[config.mk]
export PLATFORM = sky130hd
export DESIGN_NAME = chnl_regbank
export DESIGN_NICKNAME = d
export VERILOG_FILES = /design/src/rtl/chnl_regbank_pkg.sv /design/src/rtl/chnl_regbank.sv
export SDC_FILE = /design/constraint.sdc
export NUM_CORES = 1
export LEC_CHECK = 0
export BUFFER_PORTS_ARGS = -buffer_cell sky130_fd_sc_hd__buf_4
export CORE_AREA = 8 8 263 265
export DETAILED_ROUTE_END_ITERATION = 10
export DIE_AREA = 0 0 271 273
export REMOVE_ABC_BUFFERS = 1
export SLEW_MARGIN = 10
export SYNTH_ARGS = -nofsm -noshare
export SYNTH_HDL_FRONTEND = slang
export SYNTH_SLANG_ARGS = --single-unit
[constraint.sdc]
create_clock -name CHNL_CLK -period 2.7 [get_ports CHNL_CLK]
set_input_delay 0.54 -clock CHNL_CLK [delete_from_list [all_inputs] [get_ports CHNL_CLK]]
set_output_delay 0.54 -clock CHNL_CLK [all_outputs]
set_load 0.05 [all_outputs]
[src/rtl/chnl_regbank_pkg.sv]
// chnl_regbank_pkg: word map, response codes, FSM states and the
// address decode shared by the command-channel register bank.
package chnl_regbank_pkg;

    localparam int REG_ID     = 0;
    localparam int REG_STATUS = 1;
    localparam int REG_CTRL   = 2;
    localparam int REG_GP0    = 3;

    localparam logic [1:0] RESP_OKAY   = 2'b00;
    localparam logic [1:0] RESP_SLVERR = 2'b10;

    typedef enum logic [1:0] {
        W_IDLE   = 2'd0,
        W_COMMIT = 2'd1,
        W_RESP   = 2'd2
    } wstate_e;

    typedef enum logic {
        R_IDLE = 1'b0,
        R_DATA = 1'b1
    } rstate_e;

    typedef struct packed {
        logic       hit;
        logic [5:0] idx;
    } dec_t;

    // Decode on word addresses; byte lane bits never reach here.
    function automatic dec_t addr_decode(
        input logic [29:0] waddr,
        input logic [29:0] wbase,
        input int          num
    );
        dec_t        d;
        logic [29:0] off;
        off   = waddr - wbase;
        d.hit = (waddr >= wbase) && (off < 30'(num));
        d.idx = off[5:0];
        return d;
    endfunction

endpackage

[src/rtl/chnl_regbank.sv]
// chnl_regbank: AXI4-Lite slave register bank for the command channel.
// Ports: CHNL_CLK, RST (sync, active-high), cmd_s_axi_* AW/W/B/AR/R
// channels, status_in (live status word), ctrl_pulse (one-cycle strobe),
// reg_out (flattened words, word i at [32*i+31:32*i]).
// Option: define CHNL_REGBANK_WSTRB_EN to honour byte strobes.
module chnl_regbank
    import chnl_regbank_pkg::*;
#(
    parameter int          NUM_REGS  = 16,
    parameter logic [31:0] BASE_ADDR = 32'h0000_0000,
    parameter logic [31:0] ID_VALUE  = 32'h5346_444B
) (
    input  logic                  CHNL_CLK,
    input  logic                  RST,
    input  logic                  cmd_s_axi_awvalid,
    output logic                  cmd_s_axi_awready,
    input  logic [31:0]           cmd_s_axi_awaddr,
    input  logic                  cmd_s_axi_wvalid,
    output logic                  cmd_s_axi_wready,
    input  logic [31:0]           cmd_s_axi_wdata,
    input  logic [3:0]            cmd_s_axi_wstrb,
    output logic                  cmd_s_axi_bvalid,
    input  logic                  cmd_s_axi_bready,
    output logic [1:0]            cmd_s_axi_bresp,
    input  logic                  cmd_s_axi_arvalid,
    output logic                  cmd_s_axi_arready,
    input  logic [31:0]           cmd_s_axi_araddr,
    output logic                  cmd_s_axi_rvalid,
    input  logic                  cmd_s_axi_rready,
    output logic [1:0]            cmd_s_axi_rresp,
    output logic [31:0]           cmd_s_axi_rdata,
    input  logic [31:0]           status_in,
    output logic                  ctrl_pulse,
    output logic [32*NUM_REGS-1:0] reg_out
);

    wstate_e     w_state_q, w_state_d;
    logic        aw_vld_q, aw_vld_d;
    logic [29:0] aw_addr_q, aw_addr_d;
    logic        w_vld_q, w_vld_d;
    logic [31:0] w_data_q, w_data_d;
    logic [1:0]  bresp_q, bresp_d;
    logic        pulse_q, pulse_d;
    logic [31:0] rw_q [2:NUM_REGS-1];
    logic [31:0] rw_d [2:NUM_REGS-1];

    rstate_e     r_state_q, r_state_d;
    logic [31:0] rdata_q, rdata_d;
    logic [1:0]  rresp_q, rresp_d;

    logic        aw_hs, w_hs, ar_hs;
    dec_t        wdec, rdec;
    logic [31:0] rd_word;

`ifdef CHNL_REGBANK_WSTRB_EN
    logic [3:0]  w_strb_q, w_strb_d;

    function automatic logic [31:0] merge(
        input logic [31:0] old,
        input logic [31:0] nw,
        input logic [3:0]  be
    );
        logic [31:0] r;
        r = old;
        for (int k = 0; k < 4; k++)
            if (be[k]) r[8*k +: 8] = nw[8*k +: 8];
        return r;
    endfunction
`else
    logic unused_strb;
    assign unused_strb = ^cmd_s_axi_wstrb;
`endif

    logic unused_lsb;
    assign unused_lsb = ^{cmd_s_axi_awaddr[1:0], cmd_s_axi_araddr[1:0]};

    // Ready is forced low while reset is held, not just after it.
    assign cmd_s_axi_awready = !RST && (w_state_q == W_IDLE) && !aw_vld_q;
    assign cmd_s_axi_wready  = !RST && (w_state_q == W_IDLE) && !w_vld_q;
    assign cmd_s_axi_arready = !RST && (r_state_q == R_IDLE);
    assign cmd_s_axi_bvalid  = (w_state_q == W_RESP);
    assign cmd_s_axi_rvalid  = (r_state_q == R_DATA);
    assign cmd_s_axi_bresp   = bresp_q;
    assign cmd_s_axi_rresp   = rresp_q;
    assign cmd_s_axi_rdata   = rdata_q;
    assign ctrl_pulse        = pulse_q;

    assign aw_hs = cmd_s_axi_awvalid && cmd_s_axi_awready;
    assign w_hs  = cmd_s_axi_wvalid && cmd_s_axi_wready;
    assign ar_hs = cmd_s_axi_arvalid && cmd_s_axi_arready;

    assign wdec = addr_decode(aw_addr_q, BASE_ADDR[31:2], NUM_REGS);
    assign rdec = addr_decode(cmd_s_axi_araddr[31:2], BASE_ADDR[31:2],
                              NUM_REGS);

    assign reg_out[31:0]  = ID_VALUE;
    assign reg_out[63:32] = status_in;
    for (genvar g = 2; g < NUM_REGS; g++) begin : g_out
        assign reg_out[32*g +: 32] = rw_q[g];
    end

    always_comb begin
        w_state_d = w_state_q;
        aw_vld_d  = aw_vld_q;
        aw_addr_d = aw_addr_q;
        w_vld_d   = w_vld_q;
        w_data_d  = w_data_q;
        bresp_d   = bresp_q;
        pulse_d   = 1'b0;
        rw_d      = rw_q;
`ifdef CHNL_REGBANK_WSTRB_EN
        w_strb_d  = w_strb_q;
`endif
        unique case (w_state_q)
            W_IDLE: begin
                if (aw_hs) begin
                    aw_vld_d  = 1'b1;
                    aw_addr_d = cmd_s_axi_awaddr[31:2];
                end
                if (w_hs) begin
                    w_vld_d  = 1'b1;
                    w_data_d = cmd_s_axi_wdata;
`ifdef CHNL_REGBANK_WSTRB_EN
                    w_strb_d = cmd_s_axi_wstrb;
`endif
                end
                if ((aw_vld_q || aw_hs) && (w_vld_q || w_hs))
                    w_state_d = W_COMMIT;
            end
            W_COMMIT: begin
                aw_vld_d  = 1'b0;
                w_vld_d   = 1'b0;
                w_state_d = W_RESP;
                bresp_d   = RESP_SLVERR;
                if (wdec.hit && wdec.idx >= 6'(REG_CTRL)) begin
                    bresp_d = RESP_OKAY;
                    for (int i = 2; i < NUM_REGS; i++) begin
                        if (wdec.idx == 6'(i)) begin
`ifdef CHNL_REGBANK_WSTRB_EN
                            rw_d[i] = merge(rw_q[i], w_data_q, w_strb_q);
`else
                            rw_d[i] = w_data_q;
`endif
                        end
                    end
                    // Strobe bit is never stored, so control reads back 0.
                    if (wdec.idx == 6'(REG_CTRL)) begin
                        rw_d[REG_CTRL][0] = 1'b0;
`ifdef CHNL_REGBANK_WSTRB_EN
                        pulse_d = w_data_q[0] && w_strb_q[0];
`else
                        pulse_d = w_data_q[0];
`endif
                    end
                end
            end
            W_RESP: begin
                if (cmd_s_axi_bready) w_state_d = W_IDLE;
            end
            default: w_state_d = W_IDLE;
        endcase
    end

    always_comb begin
        rd_word = '0;
        if (rdec.idx == 6'(REG_ID))
            rd_word = ID_VALUE;
        else if (rdec.idx == 6'(REG_STATUS))
            rd_word = status_in;
        for (int i = 2; i < NUM_REGS; i++)
            if (rdec.idx == 6'(i)) rd_word = rw_q[i];
    end

    always_comb begin
        r_state_d = r_state_q;
        rdata_d   = rdata_q;
        rresp_d   = rresp_q;
        unique case (r_state_q)
            R_IDLE: begin
                if (ar_hs) begin
                    r_state_d = R_DATA;
                    rdata_d   = rdec.hit ? rd_word : 32'h0;
                    rresp_d   = rdec.hit ? RESP_OKAY : RESP_SLVERR;
                end
            end
            R_DATA: begin
                if (cmd_s_axi_rready) r_state_d = R_IDLE;
            end
            default: r_state_d = R_IDLE;
        endcase
    end

    always_ff @(posedge CHNL_CLK) begin
        if (RST) begin
            w_state_q <= W_IDLE;
            aw_vld_q  <= 1'b0;
            aw_addr_q <= '0;
            w_vld_q   <= 1'b0;
            w_data_q  <= '0;
            bresp_q   <= RESP_OKAY;
            pulse_q   <= 1'b0;
            for (int i = 2; i < NUM_REGS; i++) rw_q[i] <= '0;
            r_state_q <= R_IDLE;
            rdata_q   <= '0;
            rresp_q   <= RESP_OKAY;
`ifdef CHNL_REGBANK_WSTRB_EN
            w_strb_q  <= '0;
`endif
        end else begin
            w_state_q <= w_state_d;
            aw_vld_q  <= aw_vld_d;
            aw_addr_q <= aw_addr_d;
            w_vld_q   <= w_vld_d;
            w_data_q  <= w_data_d;
            bresp_q   <= bresp_d;
            pulse_q   <= pulse_d;
            rw_q      <= rw_d;
            r_state_q <= r_state_d;
            rdata_q   <= rdata_d;
            rresp_q   <= rresp_d;
`ifdef CHNL_REGBANK_WSTRB_EN
            w_strb_q  <= w_strb_d;
`endif
        end
    end

endmodule

# ---- After elaboration in Yosys (flattened, before gate mapping)
# Cells that the tools add are included.
# W data, S select, Z words.
dict set report totals {
  elab_cells 139
  register_bits 552
}
dict set report op_classes {
  n_bitwise 4
  reduce_logical 40
  n_lt_le_gt_ge 5
  muxes 30
  eq_ne 35
}
# cell n
set op_table {}
lappend op_table {{$mux W32} 17}
lappend op_table {{$eq A6 B4 Y1 const B} 16}
lappend op_table {{$ge A30 B1 Y1 const B} 2}
lappend op_table {{$lt A30 B5 Y1 const B} 2}
lappend op_table {{$eq A6 B3 Y1 const B} 8}
lappend op_table {{$reduce_and A3 Y1} 14}
lappend op_table {{$eq A6 B2 Y1 const B} 4}
lappend op_table {{$reduce_and A2 Y1} 6}
lappend op_table {{$logic_and A1 B1 Y1} 11}
lappend op_table {{$mux W2} 4}
lappend op_table {{$eq A6 B1 Y1 const B} 1}
lappend op_table {{$ge A6 B2 Y1 const B} 1}
lappend op_table {{$logic_not A6 Y1} 1}
lappend op_table {{$pmux W1 S2} 3}
lappend op_table {{$pmux W2 S3} 1}
lappend op_table {{$mux W1} 5}
lappend op_table {{$ne A2 B1 Y1 const B} 2}
lappend op_table {{$ne A2 B2 Y1 const B} 2}
lappend op_table {{$not A1 Y1} 4}
lappend op_table {{$reduce_or A4 Y1} 1}
lappend op_table {{$logic_not A1 Y1} 3}
lappend op_table {{$eq A2 B1 Y1 const B} 1}
lappend op_table {{$eq A2 B2 Y1 const B} 1}
lappend op_table {{$logic_not A2 Y1} 1}
lappend op_table {{2 further kinds} 3}

# ---- Depth between registers and ports, before layout
dict set report depth {
  word_depth 18
  mapped_depth 10
}

# ---- Worst setup path before layout
# Ideal clock, no wire load.
dict set report synth_path {
  path_kind {input to register}
  start {input RST}
  end {register w_data_q[10]}
  required_time_ns 2.630
  t_arrival_ns 2.586
  setup_time_ns 0.070
  path_slack_ns 0.043
  stages 8
  path_cell_list {clkbuf_1 -> or3_1 -> nor2_1 -> and2_1 -> clkbuf_1 -> clkbuf_1 -> nand2_1 -> a21oi_1}
}
dict set report synth_via {
  elab_chain_len 5
}
# element line_no
set synth_lines {}
lappend synth_lines {{start, declared} chnl_regbank.sv:14} ;# input logic RST,
lappend synth_lines {{$logic_not A1 Y1} chnl_regbank.sv:79} ;# assign cmd_s_axi_wready = !RST && (w_state_q == W_IDLE) && !w_vld_q;
lappend synth_lines {{$logic_and A1 B1 Y1 (2 in a row)} chnl_regbank.sv:79}
lappend synth_lines {{named net cmd_s_axi_wready} chnl_regbank.sv:19} ;# output logic cmd_s_axi_wready,
lappend synth_lines {{$logic_and A1 B1 Y1} chnl_regbank.sv:89} ;# assign w_hs = cmd_s_axi_wvalid && cmd_s_axi_wready;
lappend synth_lines {{$reduce_and A2 Y1 (no line)} n/a}
lappend synth_lines {{end signal, assigned} chnl_regbank.sv:214} ;# w_data_q <= w_data_d;
lappend synth_lines {{end, declared} chnl_regbank.sv:41} ;# logic [31:0] w_data_q, w_data_d;
# The timed path passes the listed nets, and every way through them passes these cells.
# A chain may end at the register's enable or synchronous reset.

# ---- Worst setup path in the final report
dict set report layout_path {
  start {register r_state_q (netlist: cmd_s_axi_rvalid)}
  end {register rdata_q[11] (netlist: cmd_s_axi_rdata[11])}
}
dict set report layout_via {
  elab_chain_len 4
}
# element line_no
set layout_lines {}
lappend layout_lines {{start, declared} chnl_regbank.sv:47} ;# rstate_e r_state_q, r_state_d;
lappend layout_lines {{start signal, assigned} chnl_regbank.sv:218} ;# r_state_q <= r_state_d;
lappend layout_lines {{$not A1 Y1 *} n/a}
lappend layout_lines {{$logic_and A1 B1 Y1} chnl_regbank.sv:80} ;# assign cmd_s_axi_arready = !RST && (r_state_q == R_IDLE);
lappend layout_lines {{$logic_and A1 B1 Y1} chnl_regbank.sv:90} ;# assign ar_hs = cmd_s_axi_arvalid && cmd_s_axi_arready;
lappend layout_lines {{$reduce_and A2 Y1 (no line) *} n/a}
lappend layout_lines {{end signal, assigned} chnl_regbank.sv:219} ;# rdata_q <= rdata_d;
lappend layout_lines {{end, declared} chnl_regbank.sv:48} ;# logic [31:0] rdata_q, rdata_d;
# Mark *: on every way between the ends. The rest lies on a longest branch, timed or not.

==> impl_metrics.ini <==
[clock_tree]
holdBufCountCts = 0
cts_made_buffers = 61
clock_latency_ns = 0.64
cts.sinks = 549
clk_pin_slew_ns = 0.06
cts_setup_buffers = 0
cts_resized = 0
cts_tree = done
htreeDepth = 2
cts_max_path_buffers = 3
cts_root_buf = clkbuf_16

[detailed_routing]
drtIter0Drc = 2598
drc = 0
routed_wl_mm = 122
ant_nets = 0
wl_per_cell_um = 28.5
vias_per_cell = 5.66
firstDrtPassIters = 8
vias = 24200

[final_layout]
nets = 3508
stdcell_count = 4281
layout-drive-gt1-share_pct = 29.1
syn_to_final_growth_pct = 36.4
nFillCells = 6119
fin_area_um2 = 32600

[yosys]
synth_top_family_by_area = simple AND/OR/NAND/NOR gates
synth-edff-count = 0
syn_inst = 2752
yosysUniqueCellTypes = 69
synth_fa_ha_area_share_pct = 0
synth_ff_type = dfxtp_1
synth_mux_area_share_pct = 15.7
ys_ff_latch = 549
yosys.area_share.simple_pct = 17.2
yosysMostFrequentCell = dfxtp_1
synth-compound-area-share_pct = 14.4
yosys-top-cells-area = dfxtp_1 46%, mux2i_1 15%, nor2_1 6.9%
yosysTopAreaCell = dfxtp_1
synthArstFlopShare_pct = 0
synth_area_um2 = 23900
synth_seq_area_share_pct = 45.9
syn_area_per_cell_um2 = 8.70
synth-xor-area-share_pct = 0
synth_top_area_share_pct = 45.9
synth_common_cells = 549 x dfxtp_1, 438 x nor2_1, 394 x nand2_1, 359 x mux2i_1, 219 x a21oi_1
synth.yosys.warnings = 0

[placement]
dpl-instance-area_um2 = 30600
place_inst = 4170
pre_cts_ws_ns = -0.200
dp_hpwl_mm = 89.8
io_buffers = 649
gp_congestion = 0.903

[power_and_ir_drop]
p_leak_nw = 12.7
finalPower_w = 0.0181
power_density_nw_per_um2 = 553
max-vdd-ir-drop_v = 0.000472

[global_route]
first_global_vias = 23700
grt_overflow = 0
grt_usage_pct = 30.9
grt_pass1_wl_mm = 171
grt_max_degree = 243
grt_antenna_before_repair = 2

[setup_path]
crit_family = simple AND/OR/NAND/NOR gates
cpMaxStageDelayCell = or3b_2
critPathArrivalTime_ns = 3.19
start_kind = register
worstPathMaxFanout = 4
worstPathCellList = or3b_2, nand4b_1, buf_4, nor2_2, nand2_1, o41ai_1
reg2reg_depth = 6
path_class = register to register
r2r_setup_slack_ns = 0.02
r2r-start = cmd_s_axi_rvalid
cp_num_buf_inv = 1
timing.rr.end = cmd_s_axi_rdata[11]
max_stage_delay_ns = 0.56
end_kind = register
cp.required_ns = 3.21

[timing]
layout_min_cycle_time_ns = 2.68
final_max_slew_viol_count = 0
relSlewSlack_pct = 26.8
rsz0062_at_grt = false
worst_slack_ns = 0.0206
timing.fmax_ghz = 0.373
period_share_pct = 99.2
hold_viol = 0
fin_skew_ns = 0.0275
setup_viol = 0
worst_pin_slew_ns = 1.10

[floorplanning]
io_pins = 693
num_rows = 94
coreArea_um2 = 65000
die_area_um2 = 74000
die_h_um = 273
initial_core_util_pct = 36.8
die_w_um = 271

[hold_path]
hp-start = cmd_s_axi_rready
holdPathEnd = cmd_s_axi_rvalid
holdPathStages = 2
hp-class = input port to register

[run]
maxCapViolCount = 0

[outcome]
status = complete, no violations
## cell usage in the layout, fill, tap and decap left out, types with 50 or more instances in the layout
cell / synthesis / final
nor2_1: 438 / 433
dfxtp_1: 549 / 549
a21oi_1: 219 / 218
a22oi_1: 58 / 58
buf_4: 83 / 782
clkbuf_16: 0 / 62
buf_12: 0 / 50
o21ai_0: 58 / 58
nand2_1: 394 / 390
mux2i_1: 359 / 359
## where the power goes
part / leakage [nW] / switching, W / internal, W / total (W)
clock: 0.988 / 0.00351 / 0.00501 / 0.00852
combinational: 7.28 / 0.000843 / 0.000405 / 0.00125
sequential: 4.43 / 0.000140 / 0.00816 / 0.00830
## per-stage QoR
stage                     setup TNS, ns  hold WS [ns]  util (%)
after floorplan                  -80.34         0.430         -
after global placement           -0.542         0.443      47.0
after detailed placement         -0.742         0.447      47.0
after CTS                             0        0.0812      50.2
after global routing                  0         0.104      50.2
final                                 0         0.120      50.2
## flip-flops by register name (all words and copies together) (netlist names)
| register | flops |
|---|---|
| cmd_s_axi_rresp | 1 |
| w_state_q | 2 |
| ctrl_pulse | 1 |
| w_data_q | 32 |
| cmd_s_axi_bresp | 1 |
| w_vld_q | 1 |
| aw_vld_q | 1 |
| cmd_s_axi_rvalid | 1 |
| reg_out | 447 |
| aw_addr_q | 30 |
| cmd_s_axi_rdata | 32 |
## cells by family after synthesis
logic type	after synthesis
AND/OR/NAND/NOR	975
flip-flops	549
AO/OA/AOI/OAI	532
multiplexers	374
buffers and inverters	320
other	2
## per-layer routing
layer | global-route usage, % | vias to the layer above | share of wire, %
li1 | - | 10700 | -
met1 | 38.2 | 11800 | 39
met2 | 51.3 | 1404 | 47
met3 | 7.23 | 287 | 8.8
met4 | 13.2 | 0 | 4.6
met5 | 0 | - | 0
## cell type report
type,instances,area [µm²],share of cell area (%)
Clock buffer,92,1820,5.59
Clock inverter,16,209,0.640
Antenna cell,3,7.51,0.0230
Multi-Input combinational cell,1916,11600,35.6
Sequential cell,549,11000,33.7
Inverter,8,30.0,0.0920
Tap cell,864,1080,3.31
Timing Repair Buffer,833,6890,21.1
## worst max path at each step
stage | endpoint | startpoint | slack, ns | cells past startpoint
after floorplan | reg_out[192] | aw_addr_q[2] | -0.24 | 6
after global placement | cmd_s_axi_rdata[11] | cmd_s_axi_arvalid | -0.16 | 7
after detailed placement | cmd_s_axi_rdata[11] | cmd_s_axi_arvalid | -0.20 | 7
after CTS | cmd_s_axi_rdata[11] | cmd_s_axi_rvalid | 0.01 | 6
after global routing | cmd_s_axi_rdata[21] | cmd_s_axi_rvalid | 0.002 | 7
final | cmd_s_axi_rdata[11] | cmd_s_axi_rvalid | 0.02 | 6
Note: power is estimated with default switching activity, not from simulation.
